### src/rtl/imem_ecc_load_port_if.sv
// Loader-write / fetch-read bus for imem_ecc_load_port.
// Latency: none, signal bundle only.
// Backpressure: none; writes and reads are fire-and-forget strobes.
interface imem_ecc_load_port_if #(
  parameter int DEPTH = 64,
  parameter int IW    = $clog2(DEPTH)
);
  logic          imem_we;
  logic [31:0]   imem_waddr;
  logic [31:0]   imem_wdata;
  logic          loader_done_in;
  logic          rd_en;
  logic [31:0]   rd_addr;
  logic [31:0]   rd_data;
  logic          rd_valid;
  logic          s_err;
  logic          d_err;
  logic          load_active;
  logic          load_complete;
  logic          wr_reject;
  logic [IW:0]   word_count;
  logic [15:0]   s_err_count;
  logic [15:0]   d_err_count;

  // Loader and fetch side.
  modport master (
    output imem_we, imem_waddr, imem_wdata, loader_done_in, rd_en, rd_addr,
    input  rd_data, rd_valid, s_err, d_err, load_active, load_complete,
           wr_reject, word_count, s_err_count, d_err_count
  );

  // Memory side.
  modport slave (
    input  imem_we, imem_waddr, imem_wdata, loader_done_in, rd_en, rd_addr,
    output rd_data, rd_valid, s_err, d_err, load_active, load_complete,
           wr_reject, word_count, s_err_count, d_err_count
  );
endinterface

### src/rtl/imem_ecc_load_port.sv
// SECDED(39,32) instruction memory: loaded word by word, then serves corrected fetches.
// Latency: 1 cycle from rd_en to rd_data/rd_valid; writes land on the next edge.
// Backpressure: none; dropped writes pulse wr_reject. IMEM_SCRUB_EN adds scrub-on-correct.
module imem_ecc_load_port #(
  parameter int DEPTH = 64
) (
  input  logic                 clk,
  input  logic                 rst,
  imem_ecc_load_port_if.slave  bus
);
  localparam int          IW  = $clog2(DEPTH);
  localparam logic [31:0] NOP = 32'h0000_0013;

  typedef enum logic [1:0] {IDLE, LOAD, RUN} state_t;

  // Codeword bit p (1..38) contributes p to the syndrome when set.
  function automatic logic [5:0] ecc_syndrome(input logic [38:0] cw);
    logic [5:0] s;
    s = '0;
    for (int p = 1; p < 39; p++) begin
      if (cw[p]) s = s ^ 6'(p);
    end
    return s;
  endfunction

  // Data occupies the non-power-of-two positions, LSB first.
  function automatic logic [31:0] ecc_data(input logic [38:0] cw);
    logic [31:0] d;
    int          k;
    d = '0;
    k = 0;
    for (int p = 1; p < 39; p++) begin
      if ((p & (p - 1)) != 0) begin
        d[k] = cw[p];
        k++;
      end
    end
    return d;
  endfunction

  function automatic logic [38:0] ecc_encode(input logic [31:0] d);
    logic [38:0] cw;
    logic [5:0]  s;
    int          k;
    cw = '0;
    k  = 0;
    for (int p = 1; p < 39; p++) begin
      if ((p & (p - 1)) != 0) begin
        cw[p] = d[k];
        k++;
      end
    end
    // With check bits zero, the syndrome is exactly the check-bit pattern needed.
    s = ecc_syndrome(cw);
    for (int b = 0; b < 6; b++) cw[1 << b] = s[b];
    cw[0] = ^cw[38:1];
    return cw;
  endfunction

  logic [38:0]      mem [DEPTH];
  state_t           state_q, state_d;
  logic [DEPTH-1:0] valid_q;
  logic [IW:0]      word_count_q;
  logic             wr_reject_q, rd_valid_q, s_err_q, d_err_q;
  logic [31:0]      rd_data_q;
  logic [15:0]      s_cnt_q, d_cnt_q;

  logic [IW-1:0]    wr_idx, rd_idx;
  logic             wr_legal, wr_accept, rd_illegal, rd_go;
  logic [38:0]      rd_cw, fix_cw;
  logic [5:0]       syn;
  logic             par;
  logic [31:0]      rd_data_d;
  logic             s_err_d, d_err_d;

`ifdef IMEM_SCRUB_EN
  logic             scrub_vld_q;
  logic [IW-1:0]    scrub_idx_q;
  logic [38:0]      scrub_cw_q;
`endif

  assign wr_idx     = bus.imem_waddr[IW+1:2];
  assign wr_legal   = (bus.imem_waddr[1:0] == 2'b00) && (bus.imem_waddr[31:IW+2] == '0);
  assign rd_idx     = bus.rd_addr[IW+1:2];
  assign rd_illegal = (bus.rd_addr[1:0] != 2'b00) || (bus.rd_addr[31:IW+2] != '0);

  // FSM next state and write acceptance; done in IDLE beats a same-cycle write.
  always_comb begin
    state_d   = state_q;
    wr_accept = 1'b0;
    rd_go     = 1'b0;
    case (state_q)
      IDLE: begin
        wr_accept = bus.imem_we && wr_legal && !bus.loader_done_in;
        if (bus.loader_done_in) state_d = RUN;
        else if (wr_accept)     state_d = LOAD;
      end
      LOAD: begin
        wr_accept = bus.imem_we && wr_legal;
        if (bus.loader_done_in) state_d = RUN;
      end
      RUN: begin
        rd_go = bus.rd_en;
      end
      default: state_d = IDLE;
    endcase
  end

  // FSM state register.
  always_ff @(posedge clk) begin
    if (rst) state_q <= IDLE;
    else     state_q <= state_d;
  end

  // Read decode: pick the codeword (scrub bypass first), then classify by syndrome/parity.
  always_comb begin
    rd_cw = mem[rd_idx];
`ifdef IMEM_SCRUB_EN
    if (scrub_vld_q && (scrub_idx_q == rd_idx)) rd_cw = scrub_cw_q;
`endif
    syn       = ecc_syndrome(rd_cw);
    par       = ^rd_cw;
    fix_cw    = rd_cw;
    rd_data_d = ecc_data(rd_cw);
    s_err_d   = 1'b0;
    d_err_d   = 1'b0;
    if (rd_illegal) begin
      rd_data_d = NOP;
      d_err_d   = 1'b1;
    end else if (!valid_q[rd_idx]) begin
      rd_data_d = NOP;
    end else if (par) begin
      if (syn == 6'd0) begin
        fix_cw[0] = ~rd_cw[0];
        s_err_d   = 1'b1;
      end else if (syn > 6'd38) begin
        d_err_d = 1'b1;
      end else begin
        fix_cw[syn] = ~rd_cw[syn];
        rd_data_d   = ecc_data(fix_cw);
        s_err_d     = 1'b1;
      end
    end else if (syn != 6'd0) begin
      d_err_d = 1'b1;
    end
  end

  // Codeword storage: loader writes, plus scrub write-back when enabled; never reset.
  always_ff @(posedge clk) begin
    if (wr_accept) mem[wr_idx] <= ecc_encode(bus.imem_wdata);
`ifdef IMEM_SCRUB_EN
    else if (scrub_vld_q) mem[scrub_idx_q] <= scrub_cw_q;
`endif
  end

  // Valid bits, count, reject pulse, registered read outputs and saturating counters.
  always_ff @(posedge clk) begin
    if (rst) begin
      valid_q      <= '0;
      word_count_q <= '0;
      wr_reject_q  <= 1'b0;
      rd_valid_q   <= 1'b0;
      rd_data_q    <= '0;
      s_err_q      <= 1'b0;
      d_err_q      <= 1'b0;
      s_cnt_q      <= '0;
      d_cnt_q      <= '0;
    end else begin
      wr_reject_q <= bus.imem_we && !wr_accept;
      if (wr_accept) begin
        valid_q[wr_idx] <= 1'b1;
        if (!valid_q[wr_idx]) word_count_q <= word_count_q + 1'b1;
      end
      rd_valid_q <= rd_go;
      rd_data_q  <= rd_go ? rd_data_d : '0;
      s_err_q    <= rd_go && s_err_d;
      d_err_q    <= rd_go && d_err_d;
      if (rd_go && s_err_d && (s_cnt_q != 16'hFFFF)) s_cnt_q <= s_cnt_q + 1'b1;
      if (rd_go && d_err_d && (d_cnt_q != 16'hFFFF)) d_cnt_q <= d_cnt_q + 1'b1;
    end
  end

`ifdef IMEM_SCRUB_EN
  // Capture the corrected codeword so it is written back during the output cycle.
  always_ff @(posedge clk) begin
    if (rst) begin
      scrub_vld_q <= 1'b0;
      scrub_idx_q <= '0;
      scrub_cw_q  <= '0;
    end else begin
      scrub_vld_q <= rd_go && s_err_d;
      scrub_idx_q <= rd_idx;
      scrub_cw_q  <= fix_cw;
    end
  end
`endif

  assign bus.rd_data       = rd_data_q;
  assign bus.rd_valid      = rd_valid_q;
  assign bus.s_err         = s_err_q;
  assign bus.d_err         = d_err_q;
  assign bus.load_active   = (state_q == LOAD);
  assign bus.load_complete = (state_q == RUN);
  assign bus.wr_reject     = wr_reject_q;
  assign bus.word_count    = word_count_q;
  assign bus.s_err_count   = s_cnt_q;
  assign bus.d_err_count   = d_cnt_q;
endmodule

### src/flat_wrapper.sv
// flat-port wrapper written by rule: the top's interface ports become plain ports
module imem_ecc_load_port_flat 
#(
  parameter int DEPTH = 64
)
  (clk, rst, bus_imem_we, bus_imem_waddr, bus_imem_wdata, bus_loader_done_in, bus_rd_en, bus_rd_addr, bus_rd_data, bus_rd_valid, bus_s_err, bus_d_err, bus_load_active, bus_load_complete, bus_wr_reject, bus_word_count, bus_s_err_count, bus_d_err_count);
  imem_ecc_load_port_if #(.DEPTH(DEPTH)) bus_i ();
  input  logic clk;
  input  logic rst;
  input wire logic [$bits(bus_i.imem_we)-1:0] bus_imem_we;
  input wire logic [$bits(bus_i.imem_waddr)-1:0] bus_imem_waddr;
  input wire logic [$bits(bus_i.imem_wdata)-1:0] bus_imem_wdata;
  input wire logic [$bits(bus_i.loader_done_in)-1:0] bus_loader_done_in;
  input wire logic [$bits(bus_i.rd_en)-1:0] bus_rd_en;
  input wire logic [$bits(bus_i.rd_addr)-1:0] bus_rd_addr;
  output wire logic [$bits(bus_i.rd_data)-1:0] bus_rd_data;
  output wire logic [$bits(bus_i.rd_valid)-1:0] bus_rd_valid;
  output wire logic [$bits(bus_i.s_err)-1:0] bus_s_err;
  output wire logic [$bits(bus_i.d_err)-1:0] bus_d_err;
  output wire logic [$bits(bus_i.load_active)-1:0] bus_load_active;
  output wire logic [$bits(bus_i.load_complete)-1:0] bus_load_complete;
  output wire logic [$bits(bus_i.wr_reject)-1:0] bus_wr_reject;
  output wire logic [$bits(bus_i.word_count)-1:0] bus_word_count;
  output wire logic [$bits(bus_i.s_err_count)-1:0] bus_s_err_count;
  output wire logic [$bits(bus_i.d_err_count)-1:0] bus_d_err_count;
  assign bus_i.imem_we = bus_imem_we;
  assign bus_i.imem_waddr = bus_imem_waddr;
  assign bus_i.imem_wdata = bus_imem_wdata;
  assign bus_i.loader_done_in = bus_loader_done_in;
  assign bus_i.rd_en = bus_rd_en;
  assign bus_i.rd_addr = bus_rd_addr;
  assign bus_rd_data = bus_i.rd_data;
  assign bus_rd_valid = bus_i.rd_valid;
  assign bus_s_err = bus_i.s_err;
  assign bus_d_err = bus_i.d_err;
  assign bus_load_active = bus_i.load_active;
  assign bus_load_complete = bus_i.load_complete;
  assign bus_wr_reject = bus_i.wr_reject;
  assign bus_word_count = bus_i.word_count;
  assign bus_s_err_count = bus_i.s_err_count;
  assign bus_d_err_count = bus_i.d_err_count;
  imem_ecc_load_port #(.DEPTH(DEPTH)) u_core (.clk(clk), .rst(rst), .bus(bus_i));
endmodule
### config.mk
export PLATFORM = sky130hd
export DESIGN_NAME = imem_ecc_load_port_flat
export DESIGN_NICKNAME = d
export VERILOG_FILES = /design/src/rtl/imem_ecc_load_port_if.sv /design/src/rtl/imem_ecc_load_port.sv /design/src/flat_wrapper.sv
export SDC_FILE = /design/constraint.sdc
export NUM_CORES = 2
export LEC_CHECK = 0
export ABC_AREA = 1
export BUFFER_PORTS_ARGS = -buffer_cell sky130_fd_sc_hd__buf_2
export CAP_MARGIN = 20
export CORE_MARGIN = 2
export CORE_UTILIZATION = 40
export DETAILED_ROUTE_END_ITERATION = 10
export MAX_ROUTING_LAYER = met4
export PLACE_DENSITY = 0.52
export SYNTH_ARGS = -nofsm -noshare
export SYNTH_HDL_FRONTEND = slang
export SYNTH_SLANG_ARGS = --single-unit
### constraint.sdc
create_clock -name clk -period 13.2 [get_ports clk]
set_input_delay 2.64 -clock clk [delete_from_list [all_inputs] [get_ports clk]]
set_output_delay 2.64 -clock clk [all_outputs]
set_load 0.05 [all_outputs]
Word-level counts from Yosys, hierarchy flattened
Memories as Yosys holds them, arrays and structs flattened.
Cells that the tools add are included.
{ "totals": {"mem_bits_ro": 0, "regBits": 141, "mem_count": 1, "mem_bits_rw": 2496, "latchBits": 0} }
{ "classes": {"n_addsub": 63, "div_mod_pow": 0, "shift": 0, "mul": 0, "reduce_logical": 57, "n_eq_ne": 6, "mux": 696, "n_lt_le_gt_ge": 99, "n_bitwise": 74} }
{ "mem_list": {"columns": ["name", "words", "width", "read_ports", "rd_clocked_by_memory_dff", "wr", "line_no", "rtl"], "rows": [
  ["u_core.mem", 64, 39, 1, 0, 1, "imem_ecc_load_port.sv:60", "logic [38:0] mem [DEPTH];"]
]} }
{ "op_table": {"columns": ["op", "count"], "rows": [
  ["2-to-1 mux 32 bit", 339],
  ["< comparator 32 x 7 -> 1 bit, second input constant", 62],
  ["adder 32 x 2 -> 32 bit, second input constant", 60],
  ["bitwise mux 32 bit", 31],
  [">= comparator 32 x 1 -> 1 bit, second input constant", 31],
  ["2-to-1 mux 6 bit", 45],
  ["2-to-1 mux 5 bit", 33],
  ["binary-select mux 1 bit (select 5 bit)", 31],
  ["demux 1 bit (select 5 bit)", 31],
  ["2-to-1 mux 1 bit", 150],
  ["NOT 3 bit", 26],
  ["bitwise OR 64 bit", 1],
  ["2-to-1 mux 4 bit", 15],
  ["NOT 2 bit", 25],
  ["logical AND 1 bit", 41],
  ["NOT 4 bit", 10],
  ["bitwise mux 39 bit", 1],
  ["XOR reduction 39 bit", 1],
  ["XOR reduction 38 bit", 1],
  ["adder 16 x 1 -> 16 bit, second input constant", 2],
  ["!= test 16 bit, second input constant", 2],
  ["zero test 24 bit", 1],
  ["nonzero test 24 bit", 1],
  ["< comparator 6 x 7 -> 1 bit, second input constant", 3],
  ["other kinds (26)", 52]
]} }

Longest topological paths before layout
An unclocked memory read counts as a cell.
{ "logic_depth": {"word_depth": 267, "mapped_depth": 39, "mapped_depth_nobuf": 34} }

Least setup slack after synthesis
OpenSTA, ideal clock, no wires.
{ "synth_path": {"kind": "input to register", "from": "input bus_imem_wdata[17]", "to": "memory u_core.mem[0][0], data pin", "path_slack_ns": 4.912, "setup_ns": 0.567, "stages": 9, "arrival_ns": 7.721, "path_cell_list": "clkbuf_1 -> xnor2_1 -> xnor2_1 -> xor2_1 -> xnor2_1 -> xnor2_1 -> xnor2_1 -> xor2_1 -> xnor2_1"} }
{ "synth_via": {"elab_chain_cells": 84} }
{ "synth_rtl": {"columns": ["element", "line_no", "rtl"], "rows": [
  ["from (decl)", "flat_wrapper.sv:12", "input wire logic [$bits(bus_i.imem_wdata)-1:0] bus_imem_wdata;"],
  ["binary-select mux 1 bit (select 5 bit)", "imem_ecc_load_port.sv:49", "cw[p] = d[k];"],
  ["2-to-1 mux 1 bit (implied by the code) (2 in series)", "imem_ecc_load_port.sv:49", null],
  ["2-to-1 mux 1 bit", "imem_ecc_load_port.sv:150", "if (wr_accept) mem[wr_idx] <= ecc_encode(bus.imem_wdata);"],
  ["2-to-1 mux 3 bit", "imem_ecc_load_port.sv:21", "if (cw[p]) s = s ^ 6'(p);"],
  ["2-to-1 mux 6 bit", "imem_ecc_load_port.sv:150", null],
  ["NOT 2 bit (no line)", null, null],
  ["2-to-1 mux 3 bit", "imem_ecc_load_port.sv:21", null],
  ["2-to-1 mux 6 bit", "imem_ecc_load_port.sv:150", null],
  ["[... 67 more ...]", null, null],
  ["2-to-1 mux 6 bit", "imem_ecc_load_port.sv:150", null],
  ["NOT 3 bit (no line)", null, null],
  ["2-to-1 mux 6 bit", "imem_ecc_load_port.sv:21", null],
  ["2-to-1 mux 6 bit", "imem_ecc_load_port.sv:150", null],
  ["NOT 3 bit (no line)", null, null],
  ["2-to-1 mux 6 bit", "imem_ecc_load_port.sv:21", null],
  ["2-to-1 mux 6 bit", "imem_ecc_load_port.sv:150", null],
  ["XOR reduction 38 bit *", "imem_ecc_load_port.sv:56", "cw[0] = ^cw[38:1];"],
  ["to (decl)", "imem_ecc_load_port.sv:60", null]
]} }
Mark *: on every way between the ends. The rest lies on a longest branch, timed or not. The select of a mux whose other input is x is not followed.

Final worst setup path
{ "layout_path": {"from": "input bus_rd_addr[2]", "to": "register u_core.rd_data_q[13] (netlist: u_core.bus.rd_data[13])"} }
{ "layout_via": {"elab_chain_cells": 246} }
{ "layout_rtl": {"columns": ["element", "line_no", "rtl"], "rows": [
  ["from (decl)", "flat_wrapper.sv:15", "input wire logic [$bits(bus_i.rd_addr)-1:0] bus_rd_addr;"],
  ["memory (64 x 39 bit)", null, null],
  ["2-to-1 mux 1 bit", "imem_ecc_load_port.sv:21", null],
  ["2-to-1 mux 2 bit", "imem_ecc_load_port.sv:21", null],
  ["NOT 2 bit (no line)", null, null],
  ["2-to-1 mux 2 bit", "imem_ecc_load_port.sv:21", null],
  ["2-to-1 mux 3 bit", "imem_ecc_load_port.sv:21", null],
  ["NOT 2 bit (no line)", null, null],
  ["2-to-1 mux 3 bit (2 in series)", "imem_ecc_load_port.sv:21", null],
  ["[... 229 more ...]", null, null],
  ["2-to-1 mux 32 bit", "imem_ecc_load_port.sv:133", "if (syn == 6'd0) begin"],
  ["2-to-1 mux 32 bit", "imem_ecc_load_port.sv:132", "end else if (par) begin"],
  ["2-to-1 mux 32 bit", "imem_ecc_load_port.sv:130", "end else if (!valid_q[rd_idx]) begin"],
  ["2-to-1 mux 32 bit", "imem_ecc_load_port.sv:127", "if (rd_illegal) begin"],
  ["bitwise mux 32 bit", "imem_ecc_load_port.sv:34", "d[k] = cw[p];"],
  ["2-to-1 mux 32 bit", "imem_ecc_load_port.sv:136", "end else if (syn > 6'd38) begin"],
  ["2-to-1 mux 32 bit", "imem_ecc_load_port.sv:133", null],
  ["2-to-1 mux 32 bit", "imem_ecc_load_port.sv:132", null],
  ["to (signal assigned)", "imem_ecc_load_port.sv:175", "rd_data_q <= rd_go ? rd_data_d : '0;"],
  ["to (decl)", "imem_ecc_load_port.sv:65", "logic [31:0] rd_data_q;"]
]} }
Parallel ways exist; a longest one is shown, timed or not. The select of a mux whose other input is x is not followed.
A chain may end at the register's enable or synchronous reset.

==> results.yml <==
clock_tree:
  htree_num_levels: 5
  clockBufferDepth: 4
  numCtsBuffers: 291
  cts_root_buf: "clkbuf_16"
  clkTransAtPathRegs_ns: 0.06
  cts_setup_buffers: 0
  cts_tree: "built"
  worstSkewPairLatency_ns: 0.91
  cts_resized: 0
  clock_sinks: 2637
  postCtsHoldBufs: 0
power_and_ir_drop:
  p_int_mw: 14.78
  ir_worst_vdd_v: 0.0003499
  p_sw_mw: 5.246
  clkPwrFrac_pct: 39.0
  p_leak_nw: 43.05
  seq_power_share_pct: 49.2
  power.density_nw_per_um2: 162.8
  combPwrFrac_pct: 11.8
  switching_share_pct: 26.20
setup_path:
  cp.required_ns: 13.93
  slowest_stage: "buf_4"
  rr_startpoint: "u_core.mem[48][17]"
  crit_top_cell: "nand2_1"
  crit_type: "in2reg"
  crit_path_end: "u_core.bus.rd_data[13]"
  critPathMaxFanout: 64
  regToRegSetupSlack_ns: 7.88
  crit_buf_inv: 5
  critPathLaunchType: "input pin"
  path_depth: 30
  slowest_delay_ns: 0.73
  r2r_cells: 28
  endpoint_kind: "register"
  reg2reg_to: "u_core.bus.rd_data[13]"
  crit_path_start: "bus_rd_addr[2]"
  crit_family: "simple AND/OR/NAND/NOR gates"
  crit_arrival_ns: 9.25
sta:
  finalHoldViolations: 0
  worst_slew_pin_slew_ns: 1.197
  setup_viol: 0
  skew_ns: 0.08693
  tns_ns: 0
  relSlewSlack_pct: 20.18
  period_share_pct: 64.61
  finalCriticalPeriod_ns: 8.528
  drv_slew: 0
  max_freq_ghz: 0.1173
  rsz0062_at_grt: "false"
  worst_hold_slack_ns: 0.4589
drt:
  wl_um: 393300
  wire_per_inst_um: 29.49
  drc_errors: 0
  vias: 77031
  viasPerCell: 5.776
  antenna_left: 0
  firstDrtPassIters: 7
  first_iter_violations: 9588
synth:
  synth_edf_count: 2496
  ys_warn_count: 0
  synth_seq_cells: 2637
  synthAdderAreaFrac_pct: 0.03437
  seq_area_frac_synth_pct: 71.21
  syn-num-nets: 9551
  synth_top_family_by_area: "simple AND/OR/NAND/NOR gates"
  synthSimpleGateAreaFrac_pct: 20.62
  synth_area_sq_um: 109200
  synthCells: 9447
  synth_compound_area_share_pct: 3.653
  synth_ff_type: "edfxtp_1"
  synth_mux_area_share_pct: 0
  async_flop_share_pct: 0
  synth-xor-area-share_pct: 0.9543
  ys_types: 50
  avgSynthCellArea_sq_um: 11.56
floorplanning:
  core_area_sq_um: 271200
  num_rows: 191
  dieArea_sq_um: 277200
  die_w_um: 526.5
  initial_core_util_pct: 40.27
  fp.dieH_um: 526.5
  ios: 178
grt:
  grt_pass1_vias: 71952
  overflow: 0
  grt_pass1_wl_um: 551700
  track_usage_pct: 28.58
  antenna_found_initial: 15
  grt_max_degree: 180
layout:
  area_growth_pct: 12.61
  final_common_cell: "nand2_1"
  mostFrequentLayoutCells: "nand2_1 (2654), edfxtp_1 (2496), nand3_1 (2046), nor2_1 (375), o21ai_0 (320)"
  nNetsFinal: 9653
  layout-drive-gt1-share_pct: 9.128
  fill_cells: 24720
job:
  maxCapViolCount: 0
run_status:
  outcome: "complete, no violations"
placed_design:
  dpl.hpwl_um: 214000
  gp_routability_congestion: 0.9279
  portBuffers: 177
min_path:
  hold_path.class: "reg2reg"
[cell families (layout without fill, tap and decap cells)]
family,after synthesis,after routing
AOI/OAI and AO/OA,698,698
other,0,5
buffers and inverters,744,1058
adders and majority gates,3,3
DFF,2637,2637
xor gates and xnor gates,119,119
and+or+nand+nor,5246,5246
[worst min-delay path by stage]
| stage | start | end | slack, ns | depth (start not counted) |
|---|---|---|---|---|
| after floorplan | u_core.state_q[0] | u_core.state_q[1] | 0.42 | 1 |
| after global placement | u_core.state_q[0] | u_core.state_q[1] | 0.43 | 1 |
| after detailed placement | u_core.state_q[0] | u_core.state_q[1] | 0.45 | 1 |
| after CTS | u_core.state_q[0] | u_core.state_q[1] | 0.46 | 1 |
| after global routing | u_core.valid_q[9] | u_core.valid_q[9] | 0.49 | 1 |
| final | u_core.state_q[0] | u_core.state_q[1] | 0.46 | 1 |
[registers in the layout, indices dropped and copies added (netlist names)]
signal and flops:
u_core.bus.d_err 1, u_core.bus.d_err_count 16, u_core.bus.rd_data 32, u_core.bus.rd_valid 1
u_core.bus.s_err 1, u_core.bus.s_err_count 16, u_core.bus.word_count 7, u_core.bus.wr_reject 1
u_core.mem 2496, u_core.state_q 2, u_core.valid_q 64
[power groups by stage]
stage | Clock [mW] | Sequential (mW) | Combinational [mW]
after CTS | 7.90 | 9.85 | 2.35
after detailed placement | 0 | 10.0 | 2.35
after global placement | 0 | 10.0 | 2.32
final | 7.80 | 9.85 | 2.37
after global routing | 8.20 | 9.85 | 2.57
after floorplan | 0 | 10.1 | 1.33
[Yosys cell counts (3+ instances only)]
master,n,area (sq um)
buf_2,264,1321
edfxtp_1,2496,74950
xor2_1,54,473.0
buf_1,87,326.6
dfxtp_1,141,2823
nand4_1,25,156.4
a22oi_1,6,45.04
clkbuf_1,97,364.1
a21oi_2,10,87.58
a221oi_1,9,78.83
o221ai_1,3,26.28
buf_6,49,551.8
buf_4,94,705.7
o21a_1,68,510.5
ha_1,3,37.54
nor2_1,440,1652
clkinv_1,5,18.77
a21oi_1,76,380.4
o21ai_1,49,245.2
nand2_1,2654,9962
nor3_1,33,165.2
o211ai_1,3,22.52
nor4_1,26,162.7
o21ai_0,320,1602
o22ai_1,141,882.1
nor2_4,3,33.78
nand3_1,2046,10240
xnor2_1,65,569.3
nor2_2,4,25.02
inv_2,8,30.03
nand2_2,5,31.28
inv_1,139,521.8
[worst register-to-register path: cells and delay by family, from the launching register on]
| kind | cells | cell delay (ns) |
|---|---|---|
| AOI/OAI and AO/OA | 1 | 0.41 |
| DFF | 1 | 0.36 |
| buffers and inverters | 4 | 0.67 |
| and+or+nand+nor | 23 | 3.75 |
[stage by stage]
| stage | power [mW] | area [sq um] | util [%] | cells | setup WS [ns] |
|---|---|---|---|---|---|
| 6_report | 20.03 | 123000 | 45.34 | 13336 | 4.672 |
| 4_1_cts | 20.10 | 123000 | 45.33 | 13330 | 4.734 |
| 2_1_floorplan | 11.42 | 109200 | - | 9447 | 4.912 |
| 3_5_place_dp | 12.38 | 114000 | 42.04 | 12825 | 3.773 |
| 5_1_grt | 20.62 | 123000 | 45.34 | 13336 | 4.135 |
| 3_3_place_gp | 12.35 | 113900 | 41.99 | 12818 | 3.659 |
[per-layer routing]
metal	global-route usage, %	part of all wire [%]
met1	38.78	42
met2	44.16	46
met3	4.062	8.1
met4	9.758	3.8
met5	-	0
[cell type report]
class	instances	area (sq um)	area share [%]
diodes	5	12.51	0.01017
clock buffers	370	7766	6.314
multi-input cells	6066	28150	22.89
repair buffers	400	3042	2.473
inverters	153	626.9	0.5097
flip-flops and latches	2637	77770	63.23
clock inverters	135	1152	0.9369
well taps	3570	4467	3.632
No activity file was read; power rests on OpenSTA's default activity.
